--- src/rtl/uart_pkg.sv ---
// Definitions shared by the UART receiver and transmitter: data width, default
// prescale, parity type constants, FSM state encoding and the parity helper.
package uart_pkg;

  localparam int DATA_WIDTH       = 8;
  localparam int PRESCALE_DEFAULT = 8;

  localparam logic EVEN = 1'b0;
  localparam logic ODD  = 1'b1;

  typedef enum logic [2:0] {
    IDLE   = 3'd0,
    START  = 3'd1,
    DATA   = 3'd2,
    PARITY = 3'd3,
    STOP   = 3'd4
  } uart_state_t;

  // Parity bit a transmitter appends to data for the given parity type
  function automatic logic parity_bit(input logic [DATA_WIDTH-1:0] data, input logic ptype);
    logic p_s;
    case (ptype)
      EVEN:    p_s = ^data;
      ODD:     p_s = ~^data;
      default: p_s = 1'b0;
    endcase
    return p_s;
  endfunction

endpackage

--- src/rtl/uart_rx_if.sv ---
// Serial input, frame configuration and result strobes of the UART receiver.
// The receiver connects through the slave modport, its driver through master.
interface uart_rx_if;
  import uart_pkg::*;

  logic                  RX_IN;
  logic                  parity_EN;
  logic                  parity_type;
  logic [DATA_WIDTH-1:0] P_DATA;
  logic                  data_valid;
  logic                  parity_error;
  logic                  stop_error;

  modport master (
    output RX_IN, parity_EN, parity_type,
    input  P_DATA, data_valid, parity_error, stop_error
  );

  modport slave (
    input  RX_IN, parity_EN, parity_type,
    output P_DATA, data_valid, parity_error, stop_error
  );

endinterface

--- src/rtl/uart_rx_sampler.sv ---
// Bit-timing for the UART receiver: edge counter, sample-point decode and bit
// decision. Define UART_RX_MAJORITY_EN for a 3-sample majority vote.
module uart_rx_sampler #(
  parameter int PRESCALE = 8
) (
  input  logic CLK,
  input  logic RST,
  input  logic rx_in,
  input  logic run,
  output logic bit_end,
  output logic sample_valid,
  output logic sampled_bit
);

  localparam int CW = $clog2(PRESCALE);
  localparam logic [CW-1:0] LAST_EDGE   = CW'(PRESCALE - 1);
`ifdef UART_RX_MAJORITY_EN
  localparam logic [CW-1:0] EARLY_EDGE  = CW'(PRESCALE / 2 - 1);
  localparam logic [CW-1:0] MID_EDGE    = CW'(PRESCALE / 2);
  localparam logic [CW-1:0] DECIDE_EDGE = CW'(PRESCALE / 2 + 1);
`else
  localparam logic [CW-1:0] DECIDE_EDGE = CW'(PRESCALE / 2);
`endif

  logic [CW-1:0] edge_cnt_r;
`ifdef UART_RX_MAJORITY_EN
  logic early_r;
  logic mid_r;
`endif

  // Edge position within the current bit; held at 0 while the line is idle
  always_ff @(posedge CLK) begin
    if (!RST) begin
      edge_cnt_r <= {CW{1'b0}};
    end else if (!run) begin
      edge_cnt_r <= {CW{1'b0}};
    end else if (edge_cnt_r == LAST_EDGE) begin
      edge_cnt_r <= {CW{1'b0}};
    end else begin
      edge_cnt_r <= edge_cnt_r + {{(CW-1){1'b0}}, 1'b1};
    end
  end

`ifdef UART_RX_MAJORITY_EN
  // Capture the two votes that precede the decision edge
  always_ff @(posedge CLK) begin
    if (!RST) begin
      early_r <= 1'b0;
      mid_r   <= 1'b0;
    end else begin
      early_r <= (edge_cnt_r == EARLY_EDGE) ? rx_in : early_r;
      mid_r   <= (edge_cnt_r == MID_EDGE)   ? rx_in : mid_r;
    end
  end
`endif

  // Decode bit end / decision edge and form the bit value
  always_comb begin
    bit_end      = (edge_cnt_r == LAST_EDGE);
    sample_valid = (edge_cnt_r == DECIDE_EDGE);
`ifdef UART_RX_MAJORITY_EN
    sampled_bit  = (early_r & mid_r) | (early_r & rx_in) | (mid_r & rx_in);
`else
    sampled_bit  = rx_in;
`endif
  end

endmodule

--- src/rtl/uart_rx.sv ---
// UART receiver: start/data/parity/stop FSM, shift register, parity check and
// registered result strobes. UART_RX_MAJORITY_EN selects majority sampling.
module uart_rx
  import uart_pkg::*;
#(
  parameter int PRESCALE = PRESCALE_DEFAULT
) (
  input  logic     CLK,
  input  logic     RST,
  uart_rx_if.slave bus
);

  uart_state_t           state_r;
  logic [2:0]            bit_cnt_r;
  logic [DATA_WIDTH-1:0] shift_r;
  logic [DATA_WIDTH-1:0] p_data_r;
  logic                  par_en_r;
  logic                  par_type_r;
  logic                  par_err_r;
  logic                  stop_bit_r;
  logic                  data_valid_r;
  logic                  parity_error_r;
  logic                  stop_error_r;

  logic run_s;
  logic glitch_s;
  logic bit_end_s;
  logic sample_valid_s;
  logic sampled_bit_s;

  uart_rx_sampler #(
    .PRESCALE(PRESCALE)
  ) u_sampler (
    .CLK          (CLK),
    .RST          (RST),
    .rx_in        (bus.RX_IN),
    .run          (run_s),
    .bit_end      (bit_end_s),
    .sample_valid (sample_valid_s),
    .sampled_bit  (sampled_bit_s)
  );

  // Bit timing runs from the start edge until the frame ends or a glitch aborts it
  always_comb begin
    run_s    = 1'b1;
    glitch_s = 1'b0;
    if (state_r == IDLE) begin
      run_s = ~bus.RX_IN;
    end else if ((state_r == START) && sample_valid_s && sampled_bit_s) begin
      glitch_s = 1'b1;
      run_s    = 1'b0;
    end else begin
      run_s = 1'b1;
    end
  end

  // Frame FSM with shift register, parity latch and output registers
  always_ff @(posedge CLK) begin
    if (!RST) begin
      state_r        <= IDLE;
      bit_cnt_r      <= 3'd0;
      shift_r        <= {DATA_WIDTH{1'b0}};
      p_data_r       <= {DATA_WIDTH{1'b0}};
      par_en_r       <= 1'b0;
      par_type_r     <= 1'b0;
      par_err_r      <= 1'b0;
      stop_bit_r     <= 1'b0;
      data_valid_r   <= 1'b0;
      parity_error_r <= 1'b0;
      stop_error_r   <= 1'b0;
    end else begin
      data_valid_r   <= 1'b0;
      parity_error_r <= 1'b0;
      stop_error_r   <= 1'b0;
      case (state_r)
        IDLE: begin
          if (!bus.RX_IN) begin
            state_r    <= START;
            par_en_r   <= bus.parity_EN;
            par_type_r <= bus.parity_type;
            par_err_r  <= 1'b0;
            bit_cnt_r  <= 3'd0;
          end else begin
            state_r <= IDLE;
          end
        end
        START: begin
          if (glitch_s) begin
            state_r <= IDLE;
          end else if (bit_end_s) begin
            state_r <= DATA;
          end else begin
            state_r <= START;
          end
        end
        DATA: begin
          if (sample_valid_s) begin
            shift_r[bit_cnt_r] <= sampled_bit_s;
          end
          if (bit_end_s) begin
            if (bit_cnt_r == 3'd7) begin
              bit_cnt_r <= 3'd0;
              state_r   <= par_en_r ? PARITY : STOP;
            end else begin
              bit_cnt_r <= bit_cnt_r + 3'd1;
            end
          end
        end
        PARITY: begin
          if (sample_valid_s && (sampled_bit_s != parity_bit(shift_r, par_type_r))) begin
            par_err_r <= 1'b1;
          end
          if (bit_end_s) begin
            state_r <= STOP;
          end
        end
        STOP: begin
          if (sample_valid_s) begin
            stop_bit_r <= sampled_bit_s;
          end
          // A parity failure outranks a bad stop bit
          if (bit_end_s) begin
            state_r <= IDLE;
            if (par_err_r) begin
              parity_error_r <= 1'b1;
            end else if (!stop_bit_r) begin
              stop_error_r <= 1'b1;
            end else begin
              data_valid_r <= 1'b1;
              p_data_r     <= shift_r;
            end
          end
        end
        default: begin
          state_r <= IDLE;
        end
      endcase
    end
  end

  assign bus.P_DATA       = p_data_r;
  assign bus.data_valid   = data_valid_r;
  assign bus.parity_error = parity_error_r;
  assign bus.stop_error   = stop_error_r;

endmodule

--- src/flat_wrapper.sv ---
// flat-port wrapper written by rule: the top's interface ports become plain ports
module uart_rx_flat import uart_pkg::*;
#(
  parameter int PRESCALE = PRESCALE_DEFAULT
)
  (CLK, RST, bus_RX_IN, bus_parity_EN, bus_parity_type, bus_P_DATA, bus_data_valid, bus_parity_error, bus_stop_error);
  uart_rx_if bus_i ();
  input  logic CLK;
  input  logic RST;
  input wire logic [$bits(bus_i.RX_IN)-1:0] bus_RX_IN;
  input wire logic [$bits(bus_i.parity_EN)-1:0] bus_parity_EN;
  input wire logic [$bits(bus_i.parity_type)-1:0] bus_parity_type;
  output wire logic [$bits(bus_i.P_DATA)-1:0] bus_P_DATA;
  output wire logic [$bits(bus_i.data_valid)-1:0] bus_data_valid;
  output wire logic [$bits(bus_i.parity_error)-1:0] bus_parity_error;
  output wire logic [$bits(bus_i.stop_error)-1:0] bus_stop_error;
  assign bus_i.RX_IN = bus_RX_IN;
  assign bus_i.parity_EN = bus_parity_EN;
  assign bus_i.parity_type = bus_parity_type;
  assign bus_P_DATA = bus_i.P_DATA;
  assign bus_data_valid = bus_i.data_valid;
  assign bus_parity_error = bus_i.parity_error;
  assign bus_stop_error = bus_i.stop_error;
  uart_rx #(.PRESCALE(PRESCALE)) u_core (.CLK(CLK), .RST(RST), .bus(bus_i));
endmodule
--- config.mk ---
export PLATFORM = sky130hd
export DESIGN_NAME = uart_rx_flat
export DESIGN_NICKNAME = d
export VERILOG_FILES = /design/src/rtl/uart_pkg.sv /design/src/rtl/uart_rx_if.sv /design/src/rtl/uart_rx_sampler.sv /design/src/rtl/uart_rx.sv /design/src/flat_wrapper.sv
export SDC_FILE = /design/constraint.sdc
export NUM_CORES = 1
export LEC_CHECK = 0
export ABC_AREA = 1
export ABC_CLOCK_PERIOD_IN_PS = 1500
export CAP_MARGIN = 0
export CORE_AREA = 3 3 77 79
export DETAILED_ROUTE_END_ITERATION = 10
export DIE_AREA = 0 0 80 82
export GPL_ROUTABILITY_DRIVEN = 1
export PLACE_DENSITY = 0.55
export SLEW_MARGIN = 20
export SYNTH_ARGS = -nofsm -noshare
export SYNTH_HDL_FRONTEND = slang
export SYNTH_SLANG_ARGS = --single-unit
--- constraint.sdc ---
create_clock -name CLK -period 1.5 [get_ports CLK]
set_clock_uncertainty 0.1 [all_clocks]
set_input_delay 0.3 -clock CLK [delete_from_list [all_inputs] [get_ports CLK]]
set_output_delay 0.3 -clock CLK [all_outputs]
set_load 0.05 [all_outputs]
==> results of run 1 <==
[critical path, cell delays in order (launching register included)]
cell and delay (ns):
dfxtp_2 0.34, inv_1 0.05, ha_1 0.15, nand2_2 0.10
nor2_4 0.15, nand2_2 0.10, inv_1 0.09, nand2_1 0.06
o21ai_0 0.13, a21oi_1 0.05
[per-stage QoR]
step	area (um^2)	setup slack [ns]	setup TNS, ns
floorplan	1570	0.00979	0
global placement	1960	-0.250	-2.46
detailed placement	1960	-0.285	-2.67
CTS	2080	0.00336	0
global route	2170	-0.0462	-0.338
finish	2170	0.0587	0
[Yosys cell counts, types with 2 or more instances]
library cell,number,share of area [%]
a211oi_1,3,1.4
a21oi_1,18,5.7
a21oi_2,3,1.7
a31oi_1,3,1.2
dfxtp_1,32,41
ha_1,5,4.0
inv_1,28,6.7
inv_2,2,0.48
nand2_1,36,8.6
nand2_2,5,2.0
nand3_1,8,2.5
nor2_1,20,4.8
nor2_2,5,2.0
nor2_4,2,1.4
nor3_1,2,0.64
o21ai_0,16,5.1
o21ai_1,3,0.96
o21ai_2,2,1.1
xnor2_1,3,1.7
xor2_1,3,1.7
[cells by family (layout without fill, tap and decap cells)]
family / after synthesis / count (layout)
and+or+nand+nor: 80 / 80
AOI/OAI and AO/OA: 50 / 50
buffers and inverters: 34 / 65
DFF: 32 / 32
xor gates and xnor gates: 6 / 6
adders and majority gates: 5 / 5
[power by group through the flow]
| stage | clock network (mW) | logic, mW | registers (mW) |
|---|---|---|---|
| finish | 0.689 | 0.760 | 1.04 |
| global placement | 0 | 0.673 | 1.05 |
| global route | 0.759 | 0.874 | 1.05 |
| floorplan | 0 | 0.508 | 1.04 |
| detailed placement | 0 | 0.680 | 1.05 |
| CTS | 0.718 | 0.707 | 1.03 |
[timing repair]
| item | in CTS | in global routing |
|---|---|---|
| setup endpoints to repair | 10 | 23 |
| buffers inserted | 0 | 1 |
| pin swaps | 1 | 3 |
| gates resized for setup | 6 | 20 |
| gates cloned | 0 | 1 |
| hold buffers | 0 | 0 |
[registers in the layout (all words and copies together), names as in the netlist]
register                     flops
u_core.bit_cnt_r                 3
u_core.bus.parity_error          1
u_core.shift_r                   8
u_core.bus.data_valid            1
u_core.par_type_r                1
u_core.bus.P_DATA                8
u_core.bus.stop_error            1
u_core.stop_bit_r                1
u_core.state_r                   3
u_core.par_err_r                 1
u_core.par_en_r                  1
u_core.u_sampler.edge_cnt_r      3
[final timing paths]
| kind | to | slack (ns) |
|---|---|---|
| setup / recovery | u_core.shift_r[7]$_SDFFE_PN0P_ | 0.06 |
| setup reg to reg | u_core.shift_r[7]$_SDFFE_PN0P_ | 0.06 |
| hold reg to reg | u_core.bus.stop_error$_SDFF_PP0_ | 0.33 |
| hold / removal | u_core.bus.stop_error$_SDFF_PP0_ | 0.33 |
[area by class of cell]
| type | instances | area (um^2) | share of cell area (%) |
|---|---|---|---|
| clock buffer | 6 | 82.6 | 3.81 |
| clock inverter | 2 | 10.0 | 0.462 |
| inverter | 31 | 129 | 5.95 |
| multi-input combinational | 141 | 852 | 39.3 |
| sequential | 32 | 643 | 29.7 |
| tap | 72 | 90.1 | 4.16 |
| timing repair buffer | 25 | 350 | 16.2 |
| timing repair inverter | 1 | 8.76 | 0.404 |
[layer usage]
layer  GRT usage (%)  routed length, um
met1            12.1               1480
met2            20.3               1590
met3            3.62                116
met4            6.08                 82
met5               0                  0
==> metrics.log, run 1 <==
[metrics] Tcrit/Tclk final: 96.1%
[metrics] largest vdd supply drop: 0.444 mV
[metrics] number of buffer cells added on primary ports: 15
[metrics] relative contribution of combinational cells to total power: 30.5%
[metrics] Synth Area in Compound Gates: 18.2%
[metrics] total CTS buffers: 5
[metrics] worst-path fanout max: 4
[metrics] Cells after Synth: 207
[metrics] fraction of layout instances using a drive strength above 1: 28.2%
[metrics] synthesized net count: 217
[metrics] area added between synthesis and finish: 37.9%
[metrics] number of cell instances on the worst register-to-register path: 9
[metrics] TritonCTS clock tree: built
[metrics] arithmetic-cell share of the synthesized area counting full adders, half adders and majority gates: 3.98%
[metrics] post-detail-place hpwl: 2.42 mm
[metrics] mux contribution to synthesized area: 0%
[metrics] capturing element type of the critical path: flip-flop
[metrics] synthesized area per cell: 7.59 um^2
[metrics] die boundary width: 80 um
[metrics] most common cell after layout, fill and taps aside: nand2_1
[metrics] number of synthesized flops with an enable pin: 0
[metrics] Critical path origin: u_core.u_sampler.edge_cnt_r[0]$_SDFF_PP0_
[metrics] vias in the first global route: 1303
[metrics] worst hold slack after final layout: 0.325 ns
[metrics] Final setup violation count: 0
[metrics] max-slew violation count: 0
[metrics] H-tree depth reported by CTS: 2
[metrics] weighted congestion at the end of routability-driven global placement: 0.843
[metrics] length of the first detailed-routing pass in iterations: 4
[metrics] post-layout minimum cycle time: 1.44 ns
[metrics] portion of the post-synthesis area used by sequential elements: 40.8%
[metrics] average routed wire per standard cell: 10.5 um
[metrics] type of the worst setup path: reg2reg
[metrics] number of antenna violations at the first check in global routing: 0
[metrics] row count: 27
[metrics] Floorplan Core Area: 5410 um^2
[metrics] Placed Cells incl. Taps: 300
[metrics] start of the worst register-to-register path: u_core.u_sampler.edge_cnt_r[0]$_SDFF_PP0_
[metrics] Cell Int Power: 1.59 mW
[metrics] total power density per cell area: 1150 nW/um^2
[metrics] IO Pins: 16
[metrics] xor and xnor fraction of the mapped netlist area: 3.35%
[metrics] launch point of the worst hold path: u_core.par_err_r$_SDFFE_PN0P_
[metrics] Total Routed Length: 3.27 mm
[metrics] number of distinct library cells after synthesis: 28
[metrics] MaxCap Viol Count: 0
[metrics] Initial Utilization: 29.1%
[metrics] Routed Antenna Nets: 0
[metrics] clock-pin slew on the worst setup and hold paths: 0.07 ns
[metrics] number of sinks handled by clock tree synthesis: 32
[metrics] slew at the pin with the worst max-slew slack: 0.298 ns
[metrics] ant diodes: 0
[metrics] first-pass GRT wire length: 5.71 mm
[metrics] cell area after synthesis: 1570 um^2
[metrics] # nets final: 247
[metrics] hold path cells: 1
[metrics] filler cell count in the final layout: 558
[metrics] Fmax: 694 MHz
[metrics] Async SR Flop Fraction: 0%
[metrics] tightest slew margin relative to the limit: 80.1%
[metrics] status: complete, no violations
[metrics] setup repair after global routing missed its margin: true
[metrics] portion of total power attributed to the clock network: 27.7%
[metrics] overall fraction of global-route tracks in use: 11.4%
[metrics] number of buffers on the longest clock path: 2
[metrics] path type of the worst min-delay path: reg2reg
[metrics] most frequently used flop master after synthesis: dfxtp_1
[metrics] clock latency on the worst-skew pair: 0.29 ns
[metrics] number of endpoints with negative hold slack in the final report: 0
[metrics] final instance count without filler cells: 310
[metrics] DR iter-0 viols: 50
[metrics] root buffer cell: clkbuf_8
[metrics] nature of the critical path startpoint: flip-flop
[metrics] arrival time at the worst endpoint: 1.52 ns
[metrics] power dissipated by switching net loads: 903 uW
[metrics] maximum number of pins on one net before global-route repair: 17
[metrics] residual overflow from global routing: 0
[metrics] Synth warnings: 0
[metrics] final core area utilization: 40.1%
[metrics] commonest cells after routing, fill and taps aside: nand2_1 (35), dfxtp_1 (30), inv_1 (26)
[metrics] part of the power in registers: 41.8%
[metrics] main combinational cell family by area after synthesis: simple AND/OR/NAND/NOR gates
[metrics] LEAKAGE: 0.896 nW
[metrics] basic-gate share of the synthesized area counting and, or, nand and nor cells: 23.5%
[metrics] synthesis-stage register bit count: 32
[metrics] Die Footprint: 6560 um^2
[metrics] DRC Markers: 0
[metrics] total power consumption of the routed design: 2.49 mW
[metrics] Vias: 1363
[metrics] switching power as a share of total power: 36.2%
[metrics] WP data required: 1.58 ns
[metrics] vertical die dimension: 82 um
[metrics] ratio of routed vias to standard cells: 4.40
(Power assumes the default switching activity.)
==> run 2, diff against run 1 <==
--- a/config.mk
+++ b/config.mk
@@ -19 +19,2 @@
 export SYNTH_SLANG_ARGS = --single-unit
+export TNS_END_PERCENT = 5
--- a/constraint.sdc
+++ b/constraint.sdc
@@ -4,2 +4,2 @@
 set_output_delay 0.3 -clock CLK [all_outputs]
-set_load 0.05 [all_outputs]
+set_load 0.1 [all_outputs]
==> metrics.log, run 2 (synthesis gave the netlist of run 1 again) <==
[metrics] Floorplan Core Area: 5410 um^2 (unchanged)
[metrics] final instance count without filler cells: 309 (-0.32%)
[metrics] cells along the critical path: ha_2 > ha_4 > inv_2 > nor2_4 > nand3_4 > clkinv_8 > o21ai_0 > a21oi_1
[metrics] worst hold slack after final layout: 0.316 ns (-0.00966 ns)
[metrics] number of buffers on the longest clock path: 2 (unchanged)
[metrics] # nets final: 246 (-0.40%)
[metrics] number of cell instances on the worst register-to-register path: 8 (-1)
[metrics] buffers inserted by post-CTS timing repair: 0 (unchanged)
[metrics] capturing element type of the critical path: flip-flop
[metrics] number of buffer cells added on primary ports: 15 (unchanged)
[metrics] worst-path fanout max: 7 (+3)
[metrics] residual overflow from global routing: 0 (unchanged)
[metrics] post-detail-place hpwl: 2.42 mm (unchanged)
[metrics] length of the first detailed-routing pass in iterations: 4 (unchanged)
[metrics] Vias: 1346 (-1.2%)
[metrics] arrival time at the worst endpoint: 1.57 ns (+0.05 ns)
[metrics] area added between synthesis and finish: 36.0%
[metrics] path type of the worst min-delay path: reg2reg
[metrics] root buffer cell: clkbuf_8
[metrics] Routed Antenna Nets: 0 (unchanged)
[metrics] MaxCap Viol Count: 0 (unchanged)
[metrics] final core area utilization: 39.5% (-0.56 points)
[metrics] number of endpoints with negative hold slack in the final report: 0 (unchanged)
[metrics] first-pass GRT wire length: 5.71 mm (unchanged)
[metrics] Final setup violation count: 0 (unchanged)
[metrics] Tcrit/Tclk final: 96.1% (about the same)
[metrics] biggest cell delay along the critical path: 0.34 ns (about the same)
[metrics] TritonCTS clock tree: built
[metrics] post-layout minimum cycle time: 1.44 ns (-0.00000240 ns)
[metrics] wire length on met1: 1.49 mm (+1.1%)
[metrics] die boundary width: 80 um (unchanged)
[metrics] Met3 Wirelength: 112 um (-3.4%)
[metrics] average routed wire per standard cell: 10.5 um (about the same)
[metrics] IO Pins: 16 (unchanged)
[metrics] clock latency on the worst-skew pair: 0.29 ns (about the same)
[metrics] ant diodes: 0 (unchanged)
[metrics] WP data required: 1.62 ns (+0.04 ns)
[metrics] cell type of the slowest stage on the worst timing path: dfxtp_2
[metrics] tightest slew margin relative to the limit: 79.9% (-0.12 points)
[metrics] wire length on met2: 1.57 mm (-1.3%)
[metrics] overall fraction of global-route tracks in use: 11.4% (unchanged)
[metrics] type of the worst setup path: reg2reg
[metrics] filler cell count in the final layout: 557 (-0.18%)
[metrics] number of sinks handled by clock tree synthesis: 32 (unchanged)
[metrics] Initial Utilization: 29.1% (unchanged)
[metrics] nature of the critical path startpoint: flip-flop
[metrics] DRC Markers: 0 (unchanged)
[metrics] Die Footprint: 6560 um^2 (unchanged)
[metrics] most common cell after layout, fill and taps aside: nand2_1
[metrics] fraction of layout instances using a drive strength above 1: 27.0% (-1.1 points)
[metrics] status: complete, no violations
[metrics] maximum number of pins on one net before global-route repair: 17 (unchanged)
[metrics] total power density per cell area: 1160 nW/um^2 (+0.81%)
[metrics] setup repair after global routing missed its margin: true
[metrics] H-tree depth reported by CTS: 2 (unchanged)
[metrics] weighted congestion at the end of routability-driven global placement: 0.843 (unchanged)
[metrics] Worst R2R Setup Slack: 0.06 ns (about the same)
[metrics] Total Routed Length: 3.25 mm (-0.34%)
[metrics] DR iter-0 viols: 53 (+6.0%)
[metrics] capture endpoint of the worst hold path: u_core.u_sampler.edge_cnt_r[0]$_SDFF_PP0_
[metrics] total CTS buffers: 5 (unchanged)
[metrics] clock-pin slew on the worst setup and hold paths: 0.07 ns (about the same)
[metrics] ratio of routed vias to standard cells: 4.36 (-0.93%)
[metrics] commonest cells after routing, fill and taps aside: nand2_1 (35), dfxtp_1 (30), inv_1 (25)
[metrics] total power consumption of the routed design: 2.48 mW (-0.59%)
[metrics] slew at the pin with the worst max-slew slack: 0.301 ns (+0.00264 ns)
[metrics] vias in the first global route: 1303 (unchanged)
[metrics] vertical die dimension: 82 um (unchanged)
[metrics] Multi-input gate area: 830 um^2 (-2.6%)
[metrics] Fin Setup TNS: 0 ns (unchanged)
[metrics] top layer used by detailed routing: met4
[metrics] max-slew violation count: 0 (unchanged)
[metrics] hold path cells: 1 (unchanged)
[metrics] start of the worst register-to-register path: u_core.u_sampler.edge_cnt_r[0]$_SDFF_PP0_
[metrics] Placed Cells incl. Taps: 300 (unchanged)
[metrics] row count: 27 (unchanged)
[metrics] largest vdd supply drop: 0.442 mV (-0.37%)
[metrics] Fmax: 694 MHz (about the same)
[metrics] LEAKAGE: 0.884 nW (-1.4%)
[metrics] r2r endpoint: u_core.bus.P_DATA[4]$_SDFFE_PN0P_
[metrics] Sequential Area: 643 um^2 (unchanged)
[metrics] number of antenna violations at the first check in global routing: 0 (unchanged)
[metrics] launch point of the worst hold path: u_core.u_sampler.edge_cnt_r[0]$_SDFF_PP0_
==> run 2: critical path, delay by kind of cell, from the launching register on <==
kind	cells	cell delay (ns)
DFF	1	0.34
adders and majority gates	2	0.34
and+or+nand+nor	2	0.27
AOI/OAI and AO/OA	2	0.17
buffers and inverters	2	0.15
==> run 2: worst max-delay path by stage <==
stage	slack, ns	startpoint	end
after floorplan	0.007	u_core.u_sampler.edge_cnt_r[0]$_SDFF_PP0_	u_core.bus.P_DATA[0]$_SDFFE_PN0P_
after global placement	-0.25	bus_RX_IN	u_core.state_r[0]$_SDFFE_PN0P_
after detailed placement	-0.28	bus_RX_IN	u_core.state_r[0]$_SDFFE_PN0P_
after CTS	-0.02	u_core.u_sampler.edge_cnt_r[0]$_SDFF_PP0_	u_core.bus.P_DATA[5]$_SDFFE_PN0P_
after global routing	-0.05	u_core.u_sampler.edge_cnt_r[0]$_SDFF_PP0_	u_core.bus.P_DATA[5]$_SDFFE_PN0P_
final	0.06	u_core.u_sampler.edge_cnt_r[0]$_SDFF_PP0_	u_core.bus.P_DATA[4]$_SDFFE_PN0P_
==> run 2: stage by stage <==
stage	instance area (um^2)	setup slack, ns
after global routing	2140	-0.0506
after detailed placement	1960	-0.285
after CTS	2080	-0.0160
final	2140	0.0587
after global placement	1960	-0.250
after floorplan	1570	0.00724
==> run 2: report_power, final <==
group	switching (mW)	leakage (nW)	total (mW)	internal, mW
Sequential	0.0872	0.260	1.04	0.948
Combinational	0.480	0.573	0.749	0.269
Clock	0.326	0.0510	0.691	0.366
==> run 2: repair_timing <==
action | in CTS | in global routing
gates cloned | 0 | 1
gates resized for setup | 5 | 19
pin swaps | 0 | 1
hold buffers | 0 | 0
setup endpoints to repair | 10 | 23
==> run 2: area by class of cell <==
class                   count  share of cell area [%]
clock buffers               6                    3.87
clock inverters             2                   0.469
repair inverters            1                   0.410
flip-flops and latches     32                    30.1
well taps                  72                    4.22
repair buffers             24                    16.1
inverters                  31                    6.03
multi-input cells         141                    38.8
==> run 2: per-layer routing <==
| layer | GRT usage, % | vias to the layer above |
|---|---|---|
| li1 | - | 725 |
| met1 | 12.1 | 596 |
| met2 | 20.3 | 18 |
| met3 | 3.62 | 7 |
| met4 | 6.08 | 0 |
| met5 | 0 | - |
